<file path="config.mk">
export PLATFORM = sky130hd
export DESIGN_NAME = mode_sequencer
export DESIGN_NICKNAME = d
export VERILOG_FILES = /design/src/rtl/mode_sequencer.sv
export SDC_FILE = /design/constraint.sdc
export NUM_CORES = 1
export LEC_CHECK = 0
export ABC_AREA = 1
export ABC_CLOCK_PERIOD_IN_PS = 3750
export CORE_MARGIN = 1
export CORE_UTILIZATION = 39
export DETAILED_ROUTE_END_ITERATION = 6
export PLACE_DENSITY = 0.71
export SYNTH_ARGS = -nofsm -noshare
export SYNTH_HDL_FRONTEND = slang
export SYNTH_SLANG_ARGS = --single-unit
</file>
<file path="constraint.sdc">
create_clock -name clk -period 3.75 [get_ports clk]
set_clock_uncertainty 0.05 [all_clocks]
set_input_delay 0.75 -clock clk [delete_from_list [all_inputs] [get_ports clk]]
set_output_delay 0.75 -clock clk [all_outputs]
set_load 0.05 [all_outputs]
</file>
<file path="src/rtl/mode_sequencer.sv">
// mode_sequencer
//   Selects one of eight display modes once per frame. In MANUAL the mode
//   index comes straight from the configuration bits. In AUTO the index
//   advances every 2^E frames. A freeze bit holds the count and the index.
//   A separate per-line ramp counter feeds the DAC ramp datapath.
//
// Ports
//   clk      in   1  single clock, rising edge
//   rst_n    in   1  asynchronous active-low reset
//   ui_in    in   8  async config: [7] auto, [6:4] hold exponent E,
//                    [3] freeze, [2:0] manual mode index
//   vblank   in   1  vertical blanking; its rising edge starts a frame
//   visible  in   1  active-display indicator
//   o_mode   out  8  one-hot current mode
//   o_idx    out  3  binary current mode index
//   o_auto   out  1  high while in AUTO
//   o_frame  out  1  one-clock pulse, one clock after each frame start
//   o_rampc  out  8  ramp count, cleared whenever visible is low
//
// state  | meaning
// MANUAL | mode index taken from ui_in[2:0] at each frame start
// AUTO   | mode index steps every 2^E frames unless frozen

module mode_sequencer (
  input  logic       clk,
  input  logic       rst_n,
  input  logic [7:0] ui_in,
  input  logic       vblank,
  input  logic       visible,
  output logic [7:0] o_mode,
  output logic [2:0] o_idx,
  output logic       o_auto,
  output logic       o_frame,
  output logic [7:0] o_rampc
);

  typedef enum logic {
    MANUAL = 1'b0,
    AUTO   = 1'b1
  } state_t;

  state_t     state;
  state_t     state_nxt;
  logic [7:0] sync_q;
  logic [7:0] s_ui;
  logic       vb_q;
  logic       frame_start;
  logic [2:0] mode_idx;
  logic [2:0] idx_nxt;
  logic [7:0] fcnt;
  logic [7:0] fcnt_nxt;
  logic [8:0] fcnt_inc;
  logic [8:0] hold_len;

  assign frame_start = vblank & ~vb_q;
  assign o_idx       = mode_idx;
  assign o_auto      = (state == AUTO);

  // Two-flop synchronizer for the asynchronous configuration bus.
  always_ff @(posedge clk or negedge rst_n) begin
    if (!rst_n) begin
      sync_q <= 8'h00;
      s_ui   <= 8'h00;
    end else begin
      sync_q <= ui_in;
      s_ui   <= sync_q;
    end
  end

  // vb_q resets high so a vblank already asserted at release is not an edge.
  always_ff @(posedge clk or negedge rst_n) begin
    if (!rst_n) begin
      vb_q    <= 1'b1;
      o_frame <= 1'b0;
    end else begin
      vb_q    <= vblank;
      o_frame <= frame_start;
    end
  end

  always_comb begin
    state_nxt = state;
    idx_nxt   = mode_idx;
    fcnt_nxt  = fcnt;
    fcnt_inc  = {1'b0, fcnt} + 9'd1;
    hold_len  = 9'd1 << s_ui[6:4];
    if (frame_start) begin
      case (state)
        MANUAL: begin
          fcnt_nxt = 8'd0;
          if (s_ui[7]) begin
            state_nxt = AUTO;
          end else begin
            idx_nxt = s_ui[2:0];
          end
        end
        AUTO: begin
          if (!s_ui[7]) begin
            state_nxt = MANUAL;
            idx_nxt   = s_ui[2:0];
            fcnt_nxt  = 8'd0;
          end else if (!s_ui[3]) begin
            // >= rather than == so a hold shortened mid-count still steps.
            if (fcnt_inc >= hold_len) begin
              idx_nxt  = mode_idx + 3'd1;
              fcnt_nxt = 8'd0;
            end else begin
              fcnt_nxt = fcnt_inc[7:0];
            end
          end
        end
        default: begin
          state_nxt = MANUAL;
          idx_nxt   = 3'd0;
          fcnt_nxt  = 8'd0;
        end
      endcase
    end
  end

  // o_mode is loaded from the next index so it lines up with o_idx.
  always_ff @(posedge clk or negedge rst_n) begin
    if (!rst_n) begin
      state    <= MANUAL;
      mode_idx <= 3'd0;
      fcnt     <= 8'd0;
      o_mode   <= 8'h01;
    end else begin
      state    <= state_nxt;
      mode_idx <= idx_nxt;
      fcnt     <= fcnt_nxt;
      o_mode   <= 8'd1 << idx_nxt;
    end
  end

  always_ff @(posedge clk or negedge rst_n) begin
    if (!rst_n) begin
      o_rampc <= 8'd0;
    end else if (!visible) begin
      o_rampc <= 8'd0;
    end else begin
      o_rampc <= o_rampc + 8'd1;
    end
  end

endmodule

</file>
==> metrics.md <==
| Metric | Value |
|---|---|
| Status | finished, violations left |
| Failing checks | DRC |
| Crit path setup slack, layout | approximately 1.1 ns |
| Synth Instances | approximately 220 |
| Worst Tran Pin Value | 0.965 ns |
| Slowest stage cell, crit path | dfrtp_1 |
| Root cell of the clock tree | clkbuf_8 |
| CTS tree | built |
| Via count of the first global-routing pass | 1447 |
| Hold Vio Cnt, Final | 0 |
| Synth top area cells | dfrtp_1, nand2_1, ha_1, inv_1, nand3_1 |
| Avg Cell Area, Syn | about 9.6 um2 |
| Seq cells post-synth | 46 |
| Fin Setup TNS | 0 ns |
| Max stage delay on crit path | approximately 0.43 ns |
| Slew Viols, Final | 0 |
| Post-synth top area cell | dfrtp_1 |
| Worst-Skew Late Latency | 0.30 ns |
| Cell Chain, Critical Path | ha_1 > nand3_2 > xor2_1 > inv_1 > ha_1 > nand2_1 > nor2_1 > nand2_1 > nand3_1 > nand2_1 > nand2_1 > nand2_1 > nand2_2 > nand3_1 > nand2_1 > nand3_1 > a21oi_2 > nor2_1 |
| Number of CTS-inserted buffers | 5 |
| First-pass GRT wire length | 6200 um |
| Vias per cell | ~4.7 |
| CTS Hold Bufs | 0 |
| RSZ-0062 raised after global routing | no |
| LEAKAGE | 1.24 nW |
| Placed cell areas | between 2000 and 2500 um2 |
| Setup crit end kind | flop |
| CTS sink count | 46 |
| Crit-path most repeated cell | nand2_1 |
| Commonest cells after routing, fill and taps aside | dfrtp_1, nand2_1, inv_1, clkdlybuf4s50_1, nor2_1 |
| Max Cap Viol | 0 |
| Cell Pwr Density | between 400 and 500 nW/um2 |
| Synth unique cells | 22 |
| Area share of the largest cell type after synthesis | a little over half |
| Hold Crit Class | reg -> reg |
| Maximum vdd drop | between 0.2 and 0.25 mV |
| Largest net degree at the start of global routing | 47 |
| Fin crit share | roughly 70% |
| Total GRT Usage | approximately 15% |
| Share of cells above drive strength 1 | a little under a tenth |
| Floorplan row count | 26 |
| DP HPWL | between 2000 and 3000 um |
| Via Count | 1525 |
| Final #Nets | 277 |
| Post-CTS setup buffers | 0 |
| Startpoint types | flop |
| Total Die Area | approximately 5600 um2 |
| Crit-path max FO | 7 |
| Worst slack, placed | around 1.2 ns |
| Detail Route Antenna Nets | 0 |
| Sequential-to-total area share from yosys stat | approximately 56% |
| DRT iter0 DRCs | 73 |
| Yosys warns | 0 |
| Die Wd | ~75 um |
| Diodes inserted | 0 |
| Filler cells | just under 500 |
| Clk slew on worst S/H paths | around 0.080 ns |
| Post-Syn Nets | 238 |
| Initial antenna violation count | 0 |
| CTS max path bufs | 2 |
| Core ar. | about 5100 um2 |
| Post-route DRC | 1 |
| Max Clock Freq | ~0.38 GHz |
| Final wirelength | approximately 3600 um |
| H-tree depth | 2 |
| Ports | 33 |
| Max-slew headroom | a little over a third |
| Crit path DAT | between 2 and 3 ns |
| Global route total overflow | 0 |
| Commonest non-fill, non-tap cell in the layout | dfrtp_1 |
| Initial core utilization | roughly two fifths |
| WS Path Type | reg -> reg |
| CTS resizes | 0 |
| Drt wl/cell | roughly 11 um |
| Design area | roughly 2600 um2 |
| Mapped Area | 2060 um2 |
| Final setup viols | 0 |
| Die Span Y | ~75 um |
| Area growth syn-to-layout | 24.7% |
| First-pass iteration count of the detailed router | 6 |
| Critical Path RT | just under 4 ns |
| Final min period | 2.65 ns |
| PortBufs | 32 |
| GP Congestion | slightly below 0.8 |
-- critical path: cells and delay by family (launching register included) --
family / cells / cell delay, ns
XOR/XNOR: 1 / 0.21
buffers and inverters: 1 / 0.07
AO/OA/AOI/OAI: 1 / 0.22
AND/OR/NAND/NOR: 13 / 1.01
adder cells (fa/ha/maj): 2 / 0.55
flip-flops: 1 / 0.43
-- logic make-up after synthesis --
logic type	count (synthesis)	share of synthesized area [%]
fa+ha+maj	11	6.69
compound gates	29	9.06
xor+xnor	4	1.70
buf+inv	32	5.84
flops	46	56.0
simple gates	93	20.7
-- cells in the mapped netlist, drive strengths merged --
| master | number |
|---|---|
| a211oi | 1 |
| dfstp | 2 |
| nor2 | 21 |
| o21ai | 13 |
| o22ai | 2 |
| a32o | 3 |
| inv | 32 |
| a21oi | 9 |
| nand2 | 46 |
| a31oi | 1 |
| dfrtp | 44 |
| xor2 | 4 |
| ha | 11 |
| nand4 | 3 |
| nor3 | 4 |
| nand3 | 19 |
-- worst paths after layout --
path | startpoint | to | slack [ns] | cells after the start
max reg2reg | fcnt[0] | o_mode[7] | 1.10 | 18
max in group asynchronous | rst_n | s_ui[6] | 2.50 | 1
min in group asynchronous | rst_n | o_mode[2] | 0.55 | 1
min | sync_q[0] | s_ui[0] | 0.30 | 0
max | fcnt[0] | o_mode[7] | 1.10 | 18
min reg2reg | sync_q[0] | s_ui[0] | 0.30 | 0
-- layer usage --
metal,part of all wire [%],global-route usage [%]
met5,0,0
met4,1.7,5.66
met3,7.2,4.82
met2,45,23.2
met1,46,19.2
-- where the power goes --
group          internal, mW  leakage [nW]  switching (mW)
clock                 0.169        0.0544           0.163
sequential            0.529         0.584          0.0214
combinational        0.0819         0.597           0.169
-- metrics by stage --
step	power [mW]	hold slack (ns)	utilization, %	cells
floorplan	0.726	0.281	-	215
global placement	0.808	0.282	48.2	317
detailed placement	0.813	0.285	48.2	317
CTS	1.14	0.304	50.2	325
global route	1.19	0.312	50.2	325
finish	1.13	0.302	50.2	325
-- final cells by class --
| class | count | area [um2] | area share, % |
|---|---|---|---|
| Clock buffer | 7 | 96.3 | 3.75 |
| Sequential cell | 46 | 1150 | 45.0 |
| Tap cell | 70 | 87.6 | 3.41 |
| Timing Repair Buffer | 32 | 315 | 12.3 |
| Multi-Input combinational cell | 137 | 785 | 30.6 |
| Clock inverter | 1 | 8.76 | 0.341 |
| Inverter | 32 | 120 | 4.68 |
-- flip-flops by register name, summed over array words and instances (netlist names) --
register  flops
fcnt          8
o_mode        8
o_rampc       8
s_ui          8
sync_q        8
o_idx         3
o_auto        1
o_frame       1
vb_q          1
Power figures use the tool's default switching activity.
